===== config.mk =====
export PLATFORM = sky130hd
export DESIGN_NAME = ram_input_ctrl_flat
export DESIGN_NICKNAME = d
export VERILOG_FILES = /design/src/rtl/ram_input_pkg.sv /design/src/rtl/ram_input_ctrl_if.sv /design/src/rtl/ram_input_ctrl.sv /design/src/flat_wrapper.sv
export SDC_FILE = /design/constraint.sdc
export NUM_CORES = 1
export LEC_CHECK = 0
export ABC_AREA = 1
export BUFFER_PORTS_ARGS = -buffer_cell sky130_fd_sc_hd__buf_2
export CAP_MARGIN = 5
export CORE_MARGIN = 5
export CORE_UTILIZATION = 49
export CTS_CLUSTER_DIAMETER = 100
export CTS_CLUSTER_SIZE = 8
export DETAILED_ROUTE_END_ITERATION = 8
export PLACE_DENSITY = 0.77
export SLEW_MARGIN = 20
export SYNTH_ARGS = -nofsm -noshare
export SYNTH_HDL_FRONTEND = slang
export SYNTH_SLANG_ARGS = --single-unit

===== constraint.sdc =====
create_clock -name clk -period 1.5 [get_ports clk]
set_input_delay 0.3 -clock clk [delete_from_list [all_inputs] [get_ports clk]]
set_output_delay 0.3 -clock clk [all_outputs]
set_load 0.02 [all_outputs]

===== src/rtl/ram_input_pkg.sv =====
// Shared definitions for the input sample RAM and its controller:
// the controller state encoding and the default geometry of the RAM.
package ram_input_pkg;

  typedef enum logic [1:0] {
    IDLE,
    LOAD,
    RD_PRIME,
    RD_STREAM
  } state_t;

  localparam int DEFAULT_DATA_WIDTH = 1;
  localparam int DEFAULT_ADDR_WIDTH = 10;
  localparam int DEFAULT_DEPTH      = 784;

endpackage


===== src/rtl/ram_input_ctrl_if.sv =====
// Host load stream and compute read stream seen by ram_input_ctrl.
// The master is the host/compute side; the slave is the controller.
interface ram_input_ctrl_if #(
  parameter int DATA_WIDTH = ram_input_pkg::DEFAULT_DATA_WIDTH
);

  logic                  load_start;
  logic [DATA_WIDTH-1:0] wr_data;
  logic                  wr_valid;
  logic                  wr_ready;
  logic                  load_done;
  logic                  rd_start;
  logic [DATA_WIDTH-1:0] rd_data;
  logic                  rd_valid;
  logic                  rd_ready;
  logic                  rd_last;
  logic                  rd_done;
  logic                  busy;

  modport master (
    output load_start, wr_data, wr_valid, rd_start, rd_ready,
    input  wr_ready, load_done, rd_data, rd_valid, rd_last, rd_done, busy
  );

  modport slave (
    input  load_start, wr_data, wr_valid, rd_start, rd_ready,
    output wr_ready, load_done, rd_data, rd_valid, rd_last, rd_done, busy
  );

endinterface


===== src/rtl/ram_input_ctrl.sv =====
// Sequencer/arbiter sharing the single-port input sample RAM between the
// host load stream and the in-order compute read stream.
module ram_input_ctrl
  import ram_input_pkg::*;
#(
  parameter int DATA_WIDTH = DEFAULT_DATA_WIDTH,
  parameter int ADDR_WIDTH = DEFAULT_ADDR_WIDTH,
  parameter int DEPTH      = DEFAULT_DEPTH
) (
  input  logic                  clk,
  input  logic                  rst_n,
  ram_input_ctrl_if.slave       bus,
  output logic [DATA_WIDTH-1:0] ram_data,
  output logic [ADDR_WIDTH-1:0] ram_addr,
  output logic                  ram_we,
  input  logic [DATA_WIDTH-1:0] ram_q
);

  localparam logic [ADDR_WIDTH-1:0] LAST = ADDR_WIDTH'(DEPTH - 1);

  state_t                state, state_next;
  logic [ADDR_WIDTH-1:0] ptr, ptr_next;
  logic                  load_done_q, load_done_next;
  logic                  rd_done_q, rd_done_next;

  always_ff @(posedge clk or negedge rst_n) begin
    if (!rst_n) begin
      state       <= IDLE;
      ptr         <= '0;
      load_done_q <= 1'b0;
      rd_done_q   <= 1'b0;
    end else begin
      state       <= state_next;
      ptr         <= ptr_next;
      load_done_q <= load_done_next;
      rd_done_q   <= rd_done_next;
    end
  end

  // In RD_STREAM the address looks one entry ahead on an accept so that
  // ram_q already holds the next sample, giving one sample per cycle.
  always_comb begin
    state_next     = state;
    ptr_next       = ptr;
    load_done_next = 1'b0;
    rd_done_next   = 1'b0;
    ram_addr       = '0;
    case (state)
      IDLE: begin
        if (bus.load_start) begin
          state_next = LOAD;
          ptr_next   = '0;
        end else if (bus.rd_start) begin
          state_next = RD_PRIME;
          ptr_next   = '0;
        end
      end
      LOAD: begin
        ram_addr = ptr;
        if (bus.wr_valid) begin
          if (ptr == LAST) begin
            state_next     = IDLE;
            load_done_next = 1'b1;
          end else begin
            ptr_next = ptr + 1'b1;
          end
        end
      end
      RD_PRIME: begin
        state_next = RD_STREAM;
        ptr_next   = '0;
      end
      RD_STREAM: begin
        ram_addr = ptr;
        if (bus.rd_ready) begin
          if (ptr == LAST) begin
            state_next   = IDLE;
            rd_done_next = 1'b1;
          end else begin
            ptr_next = ptr + 1'b1;
            ram_addr = ptr + 1'b1;
          end
        end
      end
      default: state_next = IDLE;
    endcase
  end

  assign ram_data      = bus.wr_data;
  assign ram_we        = (state == LOAD) && bus.wr_valid;
  assign bus.wr_ready  = (state == LOAD);
  assign bus.rd_valid  = (state == RD_STREAM);
  assign bus.rd_data   = ram_q;
  assign bus.rd_last   = (state == RD_STREAM) && (ptr == LAST);
  assign bus.busy      = (state != IDLE);
  assign bus.load_done = load_done_q;
  assign bus.rd_done   = rd_done_q;

endmodule


===== src/flat_wrapper.sv =====
// flat-port wrapper written by rule: the top's interface ports become plain ports
module ram_input_ctrl_flat import ram_input_pkg::*;
#(
  parameter int DATA_WIDTH = DEFAULT_DATA_WIDTH,
  parameter int ADDR_WIDTH = DEFAULT_ADDR_WIDTH,
  parameter int DEPTH      = DEFAULT_DEPTH
)
  (clk, rst_n, ram_data, ram_addr, ram_we, ram_q, bus_load_start, bus_wr_data, bus_wr_valid, bus_rd_start, bus_rd_ready, bus_wr_ready, bus_load_done, bus_rd_data, bus_rd_valid, bus_rd_last, bus_rd_done, bus_busy);
  ram_input_ctrl_if #(.DATA_WIDTH(DATA_WIDTH)) bus_i ();
  input  logic clk;
  input  logic rst_n;
  output logic [DATA_WIDTH-1:0] ram_data;
  output logic [ADDR_WIDTH-1:0] ram_addr;
  output logic ram_we;
  input  logic [DATA_WIDTH-1:0] ram_q;
  input wire logic [$bits(bus_i.load_start)-1:0] bus_load_start;
  input wire logic [$bits(bus_i.wr_data)-1:0] bus_wr_data;
  input wire logic [$bits(bus_i.wr_valid)-1:0] bus_wr_valid;
  input wire logic [$bits(bus_i.rd_start)-1:0] bus_rd_start;
  input wire logic [$bits(bus_i.rd_ready)-1:0] bus_rd_ready;
  output wire logic [$bits(bus_i.wr_ready)-1:0] bus_wr_ready;
  output wire logic [$bits(bus_i.load_done)-1:0] bus_load_done;
  output wire logic [$bits(bus_i.rd_data)-1:0] bus_rd_data;
  output wire logic [$bits(bus_i.rd_valid)-1:0] bus_rd_valid;
  output wire logic [$bits(bus_i.rd_last)-1:0] bus_rd_last;
  output wire logic [$bits(bus_i.rd_done)-1:0] bus_rd_done;
  output wire logic [$bits(bus_i.busy)-1:0] bus_busy;
  assign bus_i.load_start = bus_load_start;
  assign bus_i.wr_data = bus_wr_data;
  assign bus_i.wr_valid = bus_wr_valid;
  assign bus_i.rd_start = bus_rd_start;
  assign bus_i.rd_ready = bus_rd_ready;
  assign bus_wr_ready = bus_i.wr_ready;
  assign bus_load_done = bus_i.load_done;
  assign bus_rd_data = bus_i.rd_data;
  assign bus_rd_valid = bus_i.rd_valid;
  assign bus_rd_last = bus_i.rd_last;
  assign bus_rd_done = bus_i.rd_done;
  assign bus_busy = bus_i.busy;
  ram_input_ctrl #(.DATA_WIDTH(DATA_WIDTH), .ADDR_WIDTH(ADDR_WIDTH), .DEPTH(DEPTH)) u_core (.clk(clk), .rst_n(rst_n), .bus(bus_i), .ram_data(ram_data), .ram_addr(ram_addr), .ram_we(ram_we), .ram_q(ram_q));
endmodule

* After elaboration in Yosys (flattened, before gate mapping)
Index checks and enable logic that the tools add are counted.
Storage, ports and cells: flip-flop bits (word level) 14, output and inout bits 19, bits of input ports 8, logic and storage cells 36
Cells by class: mux-type cells 18, reductions and logical operators 6, $add $sub $neg 1, equality and inequality tests 7
Operators by type and width (count):
- $mux W10 | 5
- $pmux W10 S4 | 1
- $pmux W10 S2 | 1
- $add A10 B1 Y10 const B | 1
- $eq A10 B10 Y1 const B | 1
- $mux W2 | 5
- $pmux W2 S4 | 1
- $mux W1 | 5
- $eq A2 B2 Y1 const B | 2
- $ne A2 B2 Y1 const B | 2
- $ne A3 B3 Y1 const B | 1
- $reduce_and A3 Y1 | 1
- $eq A2 B1 Y1 const B | 1
- $logic_and A1 B1 Y1 | 2
- $logic_not A2 Y1 | 1
- $reduce_and A2 Y1 | 1
- $reduce_bool A2 Y1 | 1

* Depth between registers and ports, before layout
Gate-level depths: netlist (run 1).
word-level depth 4, gate-level depth with buffers 11, mapped depth without buffers 10

* Least setup slack after synthesis (run 1)
No wires, ideal clock.
path type reg-to-output, start point reg u_core.ptr[0], end point out ram_addr[2], setup slack -0.257 ns, data arrival time 1.457 ns, cell stages (with the launch flop) 9, path buffers 0, required time 1.200 ns, cells stage by stage dfrtp_1 ha_1 nand2_1 nor2_4 nand3_4 nand2_2 nand2_1 o21ai_2 o21bai_1
Between the ends: longest elaborated chain between the ends 4, elaborated cells on any way between the ends 5, those cells by class add/sub (1); eq/ne (1); mux (3)
RTL lines:
- from (decl) | line ram_input_ctrl.sv:22 | logic [ADDR_WIDTH-1:0] ptr, ptr_next;
- from (signal assigned) | line ram_input_ctrl.sv:34 | ptr <= ptr_next;
- $add A10 B1 Y10 or $eq A10 B10 Y1 (tied branches) | line ram_input_ctrl.sv:81, ram_input_ctrl.sv:76
- $mux W10 *
- $mux W10 * | line ram_input_ctrl.sv:75 | if (bus.rd_ready) begin
- $pmux W10 S2 * | line ram_input_ctrl.sv:48 | case (state)
- to (decl) | line flat_wrapper.sv:13 | output logic [ADDR_WIDTH-1:0] ram_addr;
Every way passes the cells marked *; elsewhere a longest branch is shown, timed or not.

* Worst setup path in the final report (run 1)
start point reg u_core.ptr[1], end point out ram_addr[6]
The elaborated chain is that of the path after synthesis.

==> results of run 1 <==
==> path summary, 6_finish.rpt <==
kind,cells past startpoint,slack [ps],end
max in group asynchronous,2,800,u_core.ptr[0]$_DFFE_PN0P_
worst max register to register,11,-260,u_core.ptr[7]$_DFFE_PN0P_
worst min-delay path,3,310,u_core.bus.load_done$_DFF_PN0_
worst min register to register,3,640,u_core.ptr[9]$_DFFE_PN0P_
worst max-delay path,9,-630,ram_addr[6]
min in group asynchronous,2,420,u_core.ptr[4]$_DFFE_PN0P_
==> flip-flops by register name, summed over array words and instances (netlist names) <==
register and cells:
u_core.ptr 10, u_core.state 2, u_core.bus.load_done 1, u_core.bus.rd_done 1
==> cells by family (layout without fill, tap and decap cells) <==
logic type	count (synthesis)	after routing	synth area share, %
XOR/XNOR	2	2	1.39
AND/OR/NAND/NOR	126	126	48.7
flip-flops	14	14	27.9
AO/OA/AOI/OAI	17	17	9.86
buffers and inverters	30	98	11.2
adder cells (fa/ha/maj)	1	1	0.996
==> critical path, stage by stage, from the launching register on <==
cell      delay [ps]
dfrtp_1          420
ha_4             160
nand2_2           60
nor2_4           210
buf_4            160
nand3_1           60
nand2_1           80
nand3_1          100
o211ai_1         100
buf_4            170
==> layer usage <==
layer | vias to the layer above | part of all wire (%) | global-route usage (%)
li1 | 756 | - | -
met1 | 781 | 38 | 29.2
met2 | 136 | 48 | 39.4
met3 | 34 | 9.3 | 4.47
met4 | 0 | 5.1 | 13.6
met5 | - | 0 | 0
==> stage by stage <==
stage | util [%] | cell area, um^2
2_1_floorplan | - | 1280
3_3_place_gp | 64.7 | 1590
3_5_place_dp | 64.7 | 1590
4_1_cts | 74.2 | 1820
5_1_grt | 83.5 | 2050
6_report | 83.5 | 2050
==> where the power goes <==
group / total, W / internal (W) / switching, W
registers: 0.000675 / 0.000513 / 0.000162
clock network: 0.000308 / 0.000148 / 0.000159
logic: 0.00337 / 0.00148 / 0.00188
==> Yosys cell counts, types with 2 or more instances <==
library cell and n:
nor2_1 15, inv_2 3, o21ai_1 2, nor2_4 5
nor2_2 4, nand3_1 25, dfrtp_1 14, nand2_1 61
nor3_1 2, o21bai_1 2, inv_1 18, nand4_1 5
o21ai_2 4, nand2_2 5, o211ai_1 7, buf_4 4
buf_2 2
==> what timing repair did <==
item,4_1_cts,5_1_grt
endpoints found under the hold margin,14,0
resized for setup,30,40
gates cloned,1,0
hold buffers,1,0
buffers inserted,11,11
pin swaps,11,15
endpoints found under the setup margin,15,27
==> area by class of cell <==
| cell class | count | share of cell area, % |
|---|---|---|
| Multi-Input combinational cell | 146 | 44.4 |
| Timing Repair Buffer | 71 | 29.8 |
| Sequential cell | 14 | 17.3 |
| Inverter | 22 | 4.58 |
| Tap cell | 30 | 1.83 |
| Clock buffer | 4 | 1.77 |
| Timing Repair inverter | 1 | 0.366 |
==> cells in the final DEF, fill, tap and decap left out, drive strengths merged <==
master / instances
a21oi: 1
a31oi: 1
buf: 70
clkbuf: 4
clkinvlp: 2
dfrtp: 14
dlygate4sd3: 1
ha: 1
inv: 21
nand2: 67
nand3: 27
nand4: 5
nor2: 24
nor3: 2
o211ai: 7
o21ai: 6
o21bai: 2
or2: 1
xnor2: 1
xor2: 1
==> out/results.ini, run 1 <==
[status]
status=complete, but fails checks
violations=setup timing

[synthesis]
synth_area_leaders=dfrtp_1, nand2_1, nand3_1
synth_top_area_share_pct=27.9
synth-async-reset-ratio_pct=100
synth_edf_count=0
synth_area_um2=1260
synth_cell_types=29
synth_ff_type=dfrtp_1
synth_cells=190
synth_seq_cells=14
synth_top_cell_by_area=dfrtp_1
ys.warnings.count=0
synth_nets=199
syn_avg_cell_area_um2=6.61
seq_area_frac_synth_pct=27.9

[die]
io_pins=27
die_w_um=60.6
die_height_um=60.6
start_util_pct=51.2
core_um2=2450
die_area_um2=3680
num_rows=18

[placement]
dp_slack_ps=-248
placed_cells=262
dp_hpwl_mm=2.45
gp_congestion=0.840
port_buffers=22

[clock_tree]
htree_levels=1
cts_tree=done
path_clk_slew_ps=100
clk_latency_ps=300
clock_tree.buffer_depth=2
numCtsBuffers=3
root_buffer=clkbuf_4
clock-sinks=14

[sta]
worst_slack_ps=-634
rsz0062_at_grt=true
worst_slew_pin_slew_ps=355
tns_ps=-8900
min_period_ps=2130
setup_violations=28
finClkSkew_ps=0.763
period_share_pct=142
hold_slack_ps=313
finalMaxSlewViolations=0
max_freq_mhz=469
hold_violations=0
timing.slew.headroom_pct=76.4

[detailed_routing]
vias=1707
ant_nets=0
drt_iter0_drc=120
drc=0
post_drt_wl_per_cell_um=17.8
drtPass1Iterations=6
viasPerCell=5.93
drt_wl_total_mm=5.14

[pwr]
powerDensity_nw_per_um2=2120
ir_drop_mv=1.86
p_leak_nw=1.02
p_total_w=0.00435

[setup_path]
start_kind=flop
rr_startpoint=u_core.state[0]$_DFFE_PN0P_
crit_type=flop to output port
cp.required_ps=1200
cp.arrival_ps=1830
cp-end-kind=output port
path_max_fanout=5
startpoint=u_core.ptr[1]$_DFFE_PN0P_

[final_layout]
area_growth_pct=63.1
drive_above_1_share_pct=51.6
n_fill_cell=145
fin_cells=288
multiInputGateArea_um2=910
n_antenna_cell=0
seqCellArea_um2=354
final_nets=268

[grt]
overflow=0
grt_pass1_wl_mm=6.49
grt_usage_pct=23.9
grt_antenna_before_repair=0
grt_pass1_vias=1454
grt_max_degree=16

[flow_run]
drv_cap=0

[min_path]
min-delay-start=bus_wr_valid
hold_path.class=input pin to flop

Note: power is estimated with default switching activity, not from simulation.
==> run 2: changes to the inputs <==
Settings changed: CELL_PAD_IN_SITES_DETAIL_PLACEMENT set to 2, CELL_PAD_IN_SITES_GLOBAL_PLACEMENT set to 2, CORE_UTILIZATION 49 to 26, PLACE_DENSITY 0.77 to 0.76.
==> run 2 against run 1 <==
  * The flow still finishes with violations (setup timing)
  * Worst setup slack worse by 100 ps
  * Count of clock-buffer cells in the layout stayed put
  * Die area is 72% higher
  * Total power is 32% higher
  * Register-to-register slack worse by 350 ps
  * Core utilization is 29 points lower
  * Global-route usage is 1.9 points higher
  * Sequential share of layout area is 3.4 points lower
  * Critical path type unchanged
  * Largest cell class unchanged
  * Highest routed layer unchanged
==> out/results.ini, run 2 (synthesis results as in run 1) <==
[clock_tree]
path_clk_slew_ps=70  ; -30 ps
htree_levels=1  ; unchanged
clock_tree.buffer_depth=2  ; unchanged
clk_latency_ps=250  ; -50 ps
clock-sinks=14  ; unchanged
root_buffer=clkbuf_8
cts_tree=done
numCtsBuffers=3  ; unchanged

[detailed_routing]
top_layer_used=met4
drtPass1Iterations=4  ; -2
drc=0  ; unchanged
viasPerCell=5.30  ; -11%
drt_iter0_drc=141  ; +18%
routedLengthMet1_mm=3.91  ; +100%
vias=1818  ; +6.5%
post_drt_wl_per_cell_um=27.5  ; +54%
dr_wl_met2_mm=4.85  ; +98%
ant_nets=0  ; unchanged
drt_wl_total_mm=9.44  ; +84%
met3_length_um=371  ; -23%

[setup_path]
cp-end-kind=output port
ff2ff_path_depth=13  ; +2
crit_path_top_delay_cell=dfrtp_1
path_cells=ha_4 > nand2_4 > nor2_4 > buf_4 > buf_4 > nand4_1 > nand3_1 > o211ai_1 > buf_4
cp_slowest_stage_delay_ps=410  ; about the same
path_max_fanout=3  ; -2
crit_family=simple AND/OR/NAND/NOR gates
start_kind=flop
crit_type=flop to output port
cp.arrival_ps=1930  ; +100 ps
r2r_end=u_core.ptr[8]$_DFFE_PN0P_
rrSetupSlack_ps=-610  ; -350 ps
rr_startpoint=u_core.ptr[1]$_DFFE_PN0P_
cp.buffers_inverters=3  ; +1
cp.required_ps=1200  ; about the same
cp_common_cell=buf_4

[status]
violations=setup timing
status=complete, but fails checks

[final_layout]
final_cell_mix=buf_4, nand2_1, buf_6, nand2_2, inv_1
largest_register=u_core.ptr
area_growth_pct=103
largest_register_ffs=10  ; unchanged
post-route-util_pct=54.4  ; -29 points
seqCellArea_um2=355  ; +0.35%
reg_top3=u_core.ptr (10), u_core.state (2)
n_antenna_cell=0  ; unchanged
n_fill_cell=504  ; +250%
final_common_cell=buf_4
drive_above_1_share_pct=64.4  ; +13 points
multiInputGateArea_um2=1060  ; +16%
final_nets=299  ; +12%

[sta]
worst_slack_ps=-734  ; -99.5 ps
worst_slew_pin_slew_ps=412  ; +56.8 ps
period_share_pct=149  ; +6.6 points
hold_violations=0  ; unchanged
min_period_ps=2230  ; +99.5 ps
finClkSkew_ps=1.43  ; +0.667 ps
tns_ps=-11770  ; -2870 ps
finalMaxSlewViolations=0  ; unchanged
max_freq_mhz=448  ; -4.5%
hold_slack_ps=442  ; +128 ps
rsz0062_at_grt=true
timing.slew.headroom_pct=72.6  ; -3.8 points
setup_violations=29  ; +3.6%

[min_path]
holdPathEnd=u_core.bus.load_done$_DFF_PN0_
min-delay-start=bus_wr_valid
hold_path.class=input pin to flop
min_path_cells=3  ; unchanged

[grt]
overflow=0  ; unchanged
grt_usage_pct=25.9  ; +1.9 points
grt_pass1_vias=2071  ; +42%
grt_antenna_before_repair=0  ; unchanged
grt_pass1_wl_mm=12.2  ; +88%
grt_max_degree=15  ; -1

[flow_run]
drv_cap=0  ; unchanged

[die]
num_rows=25  ; +7
core_um2=4690  ; +91%
die_w_um=79.5  ; +31%
die_area_um2=6320  ; +72%
die_height_um=79.5  ; +31%
io_pins=27  ; unchanged
start_util_pct=26.8  ; -24 points

[placement]
port_buffers=22  ; unchanged
dp_hpwl_mm=3.84  ; +57%
gp_congestion=0.827  ; -1.5%

[pwr]
p_leak_nw=1.27  ; +25%
ir_drop_mv=1.17  ; -37%
powerDensity_nw_per_um2=2250  ; +5.8%

==> run 2: cell count changes in the layout (fill, tap and decap cells not counted), moves of 4 or more <==
cell,before,now
buf_4,44,67
nand2_1,54,42
nand2_2,11,19
buf_6,16,21
nand3_1,17,12
nand3_2,8,13
nor2_4,8,13
nand2_4,1,5
nor2_1,10,6
==> run 2: what timing repair did <==
item	in CTS	in global routing
cloned	2	0
pin swaps	26	25
resized for setup	59	53
endpoints found under the hold margin	14	0
setup buffers	30	13
endpoints found under the setup margin	20	29
hold buffers	1	0
==> run 2: stage by stage <==
stage / instances / worst slack, ps / cell area, um^2 / total power [W]
floorplan: 190 / -173 / 1280 / 0.00226
global placement: 295 / -231 / 1700 / 0.00315
detailed placement: 295 / -333 / 1700 / 0.00326
CTS: 331 / -507 / 2260 / 0.00469
global route: 343 / -752 / 2550 / 0.00594
finish: 343 / -734 / 2550 / 0.00574
==> run 2: layer usage <==
metal  GRT usage, %  vias up
met3           2.71       27
met4           9.62        0
met2           46.6       72
met5              0        -
met1           31.4      903
li1               -      816
==> run 2: worst max-delay path by stage <==
stage / to / cells past startpoint / startpoint / slack [ps]
finish: ram_addr[0] / 9 / u_core.ptr[1]$_DFFE_PN0P_ / -730
global route: ram_addr[0] / 9 / u_core.ptr[1]$_DFFE_PN0P_ / -750
CTS: ram_addr[0] / 8 / u_core.ptr[0]$_DFFE_PN0P_ / -510
detailed placement: ram_addr[0] / 8 / u_core.ptr[0]$_DFFE_PN0P_ / -330
global placement: ram_addr[2] / 9 / u_core.ptr[0]$_DFFE_PN0P_ / -230
floorplan: ram_addr[1] / 7 / u_core.ptr[1]$_DFFE_PN0P_ / -170
==> run 2: area by class of cell <==
cell class | instances | share of cell area (%)
multi-input cells | 146 | 41.5
clock buffers | 4 | 1.76
flip-flops and latches | 14 | 13.9
repair inverters | 1 | 0.637
well taps | 54 | 2.65
repair buffers | 102 | 35.9
inverters | 22 | 3.67
==> run 2: tightest hold or removal path: cells and delay by family <==
family | cells | cell delay, ps
buffers and inverters | 2 | 290
AND/OR/NAND/NOR | 1 | 70
==> run 2: power by group <==
part | internal, W | leakage [nW] | switching (W)
Sequential | 0.000515 | 0.172 | 0.000219
Clock | 0.000189 | 0.0228 | 0.000175
Combinational | 0.00206 | 1.08 | 0.00257
